===== src/rtl/tug_playfield.sv =====
// -----------------------------------------------------------------------------
// tug_playfield
//
// Tug of War game engine. Two asynchronous player buttons are synchronized and
// edge-detected into single-cycle press pulses. Each press pulls the single lit
// LED one step toward that player's end of the row. When the light reaches an
// end LED the game freezes with only that LED lit until restart or reset.
//
// Parameters
//   N_LEDS      : LED row length (odd, >= 5). Index N_LEDS-1 is player 1's end.
//   SYNC_STAGES : flip-flop synchronizer depth per button (>= 2).
//
// Ports
//   clk      : system clock
//   reset_n  : asynchronous active-low reset (centre, PLAY, synchronizers cleared)
//   restart  : synchronous active-high return to centre / PLAY
//   btn_l    : player 1 button, asynchronous, moves light toward led[N_LEDS-1]
//   btn_r    : player 2 button, asynchronous, moves light toward led[0]
//   led      : one-hot light position (registered)
//   win_l    : game over, player 1 won (registered)
//   win_r    : game over, player 2 won (registered)
// -----------------------------------------------------------------------------
module tug_playfield #(
   parameter int N_LEDS      = 9,
   parameter int SYNC_STAGES = 2
) (
   input  logic              clk,
   input  logic              reset_n,
   input  logic              restart,
   input  logic              btn_l,
   input  logic              btn_r,
   output logic [N_LEDS-1:0] led,
   output logic              win_l,
   output logic              win_r
);

   localparam int POS_W = $clog2(N_LEDS);
   localparam logic [POS_W-1:0] CENTER = POS_W'((N_LEDS - 1) / 2);
   localparam logic [POS_W-1:0] LAST   = POS_W'(N_LEDS - 1);

   typedef enum logic [1:0] {
      PLAY,
      OVER_L,
      OVER_R
   } state_t;

   state_t            state_reg, state_next;
   logic [POS_W-1:0]  pos_reg, pos_next;
   logic [N_LEDS-1:0] led_reg, led_next;
   logic              win_l_reg, win_r_reg;

   // Bit 1 = left player, bit 0 = right player.
   logic [1:0] btn_raw;
   logic [1:0] press;

   assign btn_raw = {btn_l, btn_r};

   // Per-button synchronizer chain followed by a rising-edge detector. The
   // previous-value register resets to 0, so a button held across reset
   // release still registers as exactly one press.
   generate
      for (genvar gi = 0; gi < 2; gi++) begin : g_btn
         logic [SYNC_STAGES-1:0] sync_reg;
         logic                   prev_reg;

         always_ff @(posedge clk or negedge reset_n) begin
            if (!reset_n) begin
               sync_reg <= '0;
               prev_reg <= 1'b0;
            end else begin
               sync_reg <= {sync_reg[SYNC_STAGES-2:0], btn_raw[gi]};
               prev_reg <= sync_reg[SYNC_STAGES-1];
            end
         end

         assign press[gi] = sync_reg[SYNC_STAGES-1] & ~prev_reg;
      end
   endgenerate

   // Next-state / next-position. Restart wins over any press in the same cycle.
   // Simultaneous presses cancel. In PLAY the position never leaves 1..N-2,
   // so a single step can only land on an end, never step past it.
   always_comb begin
      state_next = state_reg;
      pos_next   = pos_reg;
      if (restart) begin
         pos_next   = CENTER;
         state_next = PLAY;
      end else if (state_reg == PLAY) begin
         if (press[1] && !press[0]) begin
            pos_next = pos_reg + POS_W'(1);
         end else if (press[0] && !press[1]) begin
            pos_next = pos_reg - POS_W'(1);
         end
         if (pos_next == LAST) begin
            state_next = OVER_L;
         end else if (pos_next == '0) begin
            state_next = OVER_R;
         end
      end
      led_next = N_LEDS'(1) << pos_next;
   end

   // Outputs are registered from the next-state values so that led and the
   // win flags change on the same edge.
   always_ff @(posedge clk or negedge reset_n) begin
      if (!reset_n) begin
         state_reg <= PLAY;
         pos_reg   <= CENTER;
         led_reg   <= N_LEDS'(1) << CENTER;
         win_l_reg <= 1'b0;
         win_r_reg <= 1'b0;
      end else begin
         state_reg <= state_next;
         pos_reg   <= pos_next;
         led_reg   <= led_next;
         win_l_reg <= (state_next == OVER_L);
         win_r_reg <= (state_next == OVER_R);
      end
   end

   assign led   = led_reg;
   assign win_l = win_l_reg;
   assign win_r = win_r_reg;

endmodule


===== config.mk =====
export PLATFORM = sky130hd
export DESIGN_NAME = tug_playfield
export DESIGN_NICKNAME = d
export VERILOG_FILES = /design/src/rtl/tug_playfield.sv
export SDC_FILE = /design/constraint.sdc
export NUM_CORES = 1
export LEC_CHECK = 0
export ABC_AREA = 1
export ABC_CLOCK_PERIOD_IN_PS = 1750
export CAP_MARGIN = 30
export CORE_MARGIN = 2
export CORE_UTILIZATION = 51
export DETAILED_ROUTE_END_ITERATION = 10
export GPL_TIMING_DRIVEN = 0
export PLACE_DENSITY = 0.77
export SYNTH_ARGS = -nofsm -noshare
export SYNTH_HDL_FRONTEND = slang
export SYNTH_SLANG_ARGS = --single-unit

===== constraint.sdc =====
create_clock -name clk -period 1.75 [get_ports clk]
set_input_delay 0.35 -clock clk [delete_from_list [all_inputs] [get_ports clk]]
set_output_delay 0.35 -clock clk [all_outputs]
set_load 0.03 [all_outputs]

==> qor.csv, run 1 <==
metric;value;unit
Syn Inst Count;116;
Combinational Power Share;47.8;%
CP bufs+invs;1;
Crit path arrival time;1.31;ns
Die X;48.1;um
GR Overflow Total;0;
starting density of the core;55.7;%
Worst Setup End Kind;output pin;
Setup CP Type;reg2out;
Crit path max-delay family;buffers and inverters;
CP max stage cell;clkdlybuf4s50_1;
routed len/inst;11.1;um
sequential power share;39.5;%
worst rel slew slack;78.5;%
largest cells by area after synthesis;dfrtp_1, nand2_1, inv_1;
Final setup viols;0;
Root Driver;clkbuf_4;
CTS Buf Count;3;
First DRT Iteration DRCs;24;
Clock Power Share;12.7;%
Clock Skews;0.00506;ns
vias per cell;4.81;
Seq/Total Area, Yosys;58.2;%
status;finished, final reports clean;
die area;2320;um2
Critical Path Fanout Max;1;
Util after Layout;72.2;%
placed cells;156;
core area;1780;um2
Hold Buf Count CTS;0;
max frequency;603;MHz
CTS Buffer Depth;2;
Area after DPL;1170;um2
minimum clock period;1.66;ns
n_diodes;0;
clock network latency to the later pin of the worst-skew pair;0.29;ns
Warnings, synthesis;0;
clock sinks;23;
Synth Register Bits;23;
Post-Route WL;1820;um
first-pass GRT wire length;2840;um
CP peak stage delay;0.67;ns
Die Y-Extent;48.1;um
cell-internal power;1050;uW
max FFs per register;9;
crit start category;flip-flop;
Hold Path Class;in2async;
Final Cell Area;1290;um2
count of cell types in the netlist;12;
period utilization;94.8;%
Slew @ Worst Pin;0.321;ns
CTS tree;built;
# IOs;16;
drt pass-1 iters;4;
share of the synthesized area in the top cell type;52.9;%
Max VDD drop;1.08;mV
Sw Ratio;41.2;%
Max-cap violations;0;
antenna viol nets, final;0;
hpwl dp;1360;um
pin count of the biggest net entering global routing;24;
vias in the first global route;680;
Final Hold Fails;0;
H-tree Lvls;1;
Area Overhead vs Synth;29.6;%
Final Max Slew Viols;0;
Post-Syn Nets;123;
power per cell area;1390;nW/um2
P_sw;736;uW
Yosys top cell by area;dfrtp_1;
row cnt;15;
Port-buffer cells;15;
# nets final;147;
worst path cell trace;clkdlybuf4s50_1;
Non-Filler Instances;164;
GPL Wtd Cong;0.747;
All-Layer GR Usage;17.9;%
synthesized area per cell;8.56;um2
Reg clk slew, reported paths;0.11;ns
drc violations;0;
share of layout cells above drive strength 1;18.0;%
Crit path required time;1.40;ns
Via Count;789;
Leak Pwr;0.000698;uW
initial antenna violation count;0;
Mapped Area;993;um2
==> routing by layer <==
| layer | part of all wire, % | vias to the layer above | track usage, % | wire, um |
|---|---|---|---|---|
| met5 | 0 | - | 0 | 0 |
| met4 | 2.2 | 0 | 6.49 | 40 |
| met3 | 3.5 | 4 | 2.96 | 63 |
| met2 | 51 | 13 | 28.5 | 931 |
| met1 | 43 | 375 | 24.8 | 788 |
| li1 | - | 397 | - | - |
==> logic make-up (layout without fill, tap and decap cells) <==
family	after synthesis	count (layout)	synth area share [%]
AOI/OAI and AO/OA	8	8	5.54
and+or+nand+nor	62	62	25.8
adders and majority gates	2	2	2.52
buffers and inverters	21	44	7.93
DFF	23	23	58.2
==> repair_timing <==
item | 4_1_cts | 5_1_grt
gates resized for setup | 1 | 11
buffers inserted | 0 | 3
endpoints found under the setup margin | 1 | 4
pin swaps | 0 | 6
==> Yosys cell counts, drive strengths merged <==
cell type and instances:
dfstp 2, a21oi 4, nor2 17, o21ai 4, ha 2, dfrtp 21, inv 21, nor3 1
nand2 34, nand3 10
==> final timing paths <==
kind / startpoint / to / slack [ns] / depth (start not counted)
max: led[5] / led[5] / 0.09 / 1
min: reset_n / led[2] / 0.25 / 1
max reg2reg: pos_reg[0] / led[3] / 0.09 / 12
min reg2reg: g_btn[0].sync_reg[0] / g_btn[0].sync_reg[1] / 0.36 / 0
max in group asynchronous: reset_n / led[4] / 1.08 / 2
min in group clk: g_btn[0].sync_reg[0] / g_btn[0].sync_reg[1] / 0.36 / 0
==> layout make-up <==
type | count | area [um2]
Sequential cell | 23 | 578
Fill cell | 128 | 495
Multi-Input combinational cell | 72 | 374
Timing Repair Buffer | 19 | 199
Inverter | 21 | 78.8
Tap cell | 25 | 31.3
Clock buffer | 4 | 26.3
==> power by group through the flow <==
stage / sequential (uW) / combinational [uW] / clock (uW)
2_1_floorplan: 813 / 399 / 0
3_3_place_gp: 712 / 695 / 0
3_5_place_dp: 716 / 722 / 0
4_1_cts: 704 / 718 / 239
5_1_grt: 713 / 943 / 254
6_report: 704 / 853 / 227
==> metrics by stage <==
| stage | setup WS, ns | power, uW | hold WS [ns] | TNS, ns |
|---|---|---|---|---|
| floorplan | 0.299 | 1210 | 0.0544 | 0 |
| global placement | 0.156 | 1410 | 0.333 | 0 |
| detailed placement | 0.0645 | 1440 | 0.336 | 0 |
| CTS | 0.0187 | 1660 | 0.363 | 0 |
| global route | -0.0123 | 1910 | 0.224 | -0.0438 |
| finish | 0.0916 | 1780 | 0.249 | 0 |
==> cells in the final DEF, fill, tap and decap left out, drive strengths merged <==
cell	count
nand3	10
clkbuf	4
inv	21
ha	2
buf	4
a21oi	4
dfrtp	21
nor3	1
clkdlybuf4s50	14
dfstp	2
nor2	17
dlygate4sd2	1
nand2	34
o21ai	4
Note: power is estimated with default switching activity, not from simulation.
==> run 2, diff against run 1 <==
--- a/config.mk
+++ b/config.mk
@@ -6,7 +6,7 @@
 export NUM_CORES = 1
 export LEC_CHECK = 0
 export ABC_AREA = 1
-export ABC_CLOCK_PERIOD_IN_PS = 1750
+export ABC_CLOCK_PERIOD_IN_PS = 1600
 export CAP_MARGIN = 30
 export CORE_MARGIN = 2
 export CORE_UTILIZATION = 51
==> constraint.sdc (replaced) <==
create_clock -name clk -period 1.6 [get_ports clk]
set_input_delay 0.32 -clock clk [delete_from_list [all_inputs] [get_ports clk]]
set_output_delay 0.32 -clock clk [all_outputs]
set_load 0.03 [all_outputs]
==> qor.csv, run 2 (synthesis results as in run 1) <==
metric;value;unit;change
status;complete, but fails checks;;
failing checks;negative setup slack;;
most frequent cells in the layout;nand2_1, dfrtp_1, inv_1;;
CP max stage cell;dfrtp_1;;
max FFs per register;9;;unchanged
drt pass-1 iters;4;;unchanged
n_diodes;0;;unchanged
Sw Ratio;42.4;%;+1.2 points
Max VDD drop;1.17;mV;+8.1%
Root Driver;clkbuf_4;;
Final WS setup;-0.00983;ns;-0.101 ns
unrepaired setup endpoints after global routing;yes;;
CTS Buffer Depth;2;;unchanged
power per cell area;1520;nW/um2;+9.3%
Critical Path Fanout Max;3;;+2
Leak Pwr;0.000754;uW;+8.0%
GR Overflow Total;0;;unchanged
Area after DPL;1170;um2;unchanged
Clock Power Share;12.2;%;-0.5 points
Worst Setup End Kind;flip-flop;;
placed cells;156;;unchanged
CP peak stage delay;0.45;ns;-0.22 ns
vias in the first global route;725;;+6.6%
Slew @ Worst Pin;0.312;ns;-0.00919 ns
starting density of the core;55.7;%;unchanged
# nets final;149;;+1.4%
CP bufs+invs;2;;+1
Reg2Reg Depth;11;;-1
crit start category;flip-flop;;
Combinational Power Share;49.5;%;+1.7 points
Die X;48.1;um;unchanged
minimum clock period;1.61;ns;
GPL Wtd Cong;0.747;;unchanged
Crit path required time;1.83;ns;+0.43 ns
Crit path max-delay family;simple AND/OR/NAND/NOR gates;;
Final Cell Area;1340;um2;+4.1%
Hold Buf Count CTS;0;;unchanged
vias per cell;4.75;;-1.3%
FF-to-FF setup slack;-0.01;ns;-0.10 ns
row cnt;15;;unchanged
# IOs;16;;unchanged
share of layout cells above drive strength 1;27.0;%;+9.0 points
clock network latency to the later pin of the worst-skew pair;0.29;ns;about the same
cell-internal power;1170;uW;+12%
Port-buffer cells;15;;unchanged
hpwl dp;1360;um;unchanged
antenna viol nets, final;0;;unchanged
r2r endpoint;win_l;;
sequential power share;38.3;%;-1.2 points
CTS Buf Count;3;;unchanged
Die Y-Extent;48.1;um;unchanged
pin count of the biggest net entering global routing;24;;unchanged
First DRT Iteration DRCs;22;;-8.3%
Clock Skews;0.00355;ns;-0.00151 ns
CTS tree;built;;
drc violations;0;;unchanged
max frequency;621;MHz;
period utilization;101;%;
initial antenna violation count;0;;unchanged
clock sinks;23;;unchanged
core area;1780;um2;unchanged
worst rel slew slack;79.3;%;+0.76 points
Critical path origin;pos_reg[0];;
filler cell count;121;;-5.5%
first-pass GRT wire length;2990;um;+5.4%
r2r startpoint;pos_reg[0];;
Crit path arrival time;1.84;ns;+0.53 ns
Post-Route WL;1980;um;+8.4%
Final Hold Fails;0;;unchanged
Hold Path Class;in2async;;
commonest non-fill, non-tap cell in the layout;nand2_1;;
Non-Filler Instances;166;;+1.2%
Final Max Slew Viols;0;;unchanged
Max-cap violations;0;;unchanged
H-tree Lvls;1;;unchanged
final hold slack;0.217;ns;-0.0310 ns
Area Overhead vs Synth;34.9;%;
Worst path most repeated cell;nand2_2;;
Via Count;788;;-0.13%
Reg clk slew, reported paths;0.11;ns;about the same
routed len/inst;11.9;um;+7.1%
Setup CP Type;reg2reg;;
Final setup viols;4;;+4
worst path cell trace;inv_2 > ha_4 > inv_1 > nand2_1 > nand2_2 > nand2_2 > nor2_4 > nand2_2 > o21ai_2 > nand2_1 > nor2_1;;
die area;2320;um2;unchanged
P_sw;860;uW;+17%
All-Layer GR Usage;19.0;%;+1.1 points
-- run 2: cell types whose count changed in the layout (fill, tap and decap cells not counted), moves of 4 or more --
cell             before  now
nand2_2               6   10
clkdlybuf4s50_1      14    4
dlygate4sd2_1         1   11
nand2_1              28   24
-- run 2: layer usage --
metal | GRT usage [%] | vias up | wire (um)
li1 | - | 400 | -
met1 | 24.3 | 365 | 847
met2 | 31.2 | 17 | 1040
met3 | 3.70 | 6 | 59
met4 | 8.65 | 0 | 31
met5 | 0 | - | 0
-- run 2: how the worst max path moves through the flow --
| stage | endpoint | slack, ns | depth (start not counted) |
|---|---|---|---|
| final | win_l | -0.01 | 11 |
| after CTS | win_r | -0.01 | 11 |
| after global routing | led[4] | -0.11 | 11 |
| after detailed placement | win_r | -0.09 | 11 |
| after global placement | win_r | 0.006 | 11 |
| after floorplan | win_l | 0.15 | 11 |
-- run 2: final cells by class --
| type | instances | area [um2] | area share (%) |
|---|---|---|---|
| timing repair buffer | 21 | 209 | 15.6 |
| clock buffer | 4 | 26.3 | 1.96 |
| sequential | 23 | 578 | 43.1 |
| inverter | 21 | 78.8 | 5.88 |
| multi-input combinational | 72 | 417 | 31.1 |
| tap | 25 | 31.3 | 2.33 |
-- run 2: worst reg2reg max path, stage by stage, from the launching register on --
cell and delay, ns:
dfrtp_1 0.45, inv_2 0.11, ha_4 0.21, inv_1 0.05
nand2_1 0.07, nand2_2 0.08, nand2_2 0.07, nor2_4 0.08
nand2_2 0.07, o21ai_2 0.17, nand2_1 0.09, nor2_1 0.11
-- run 2: per-stage QoR --
step,worst slack [ns],power (uW),setup TNS (ns),utilization (%)
after floorplan,0.149,1330,0,-
after global placement,0.00550,1540,0,65.9
after detailed placement,-0.0855,1570,-0.235,65.9
after CTS,-0.0116,1870,-0.0244,68.8
after global routing,-0.111,2170,-0.997,75.2
final,-0.00983,2030,-0.0139,75.2
-- run 2: what timing repair did --
item / CTS / global route
setup endpoints to repair: 15 / 13
setup buffers: 3 / 2
pin swaps: 0 / 9
gates resized for setup: 18 / 19
-- run 2: power by group through the flow --
stage	clock network, uW	registers (uW)	logic [uW]
final	248	777	1010
after floorplan	0	889	436
after global placement	0	779	760
after detailed placement	0	783	790
after global routing	278	784	1110
after CTS	262	766	843
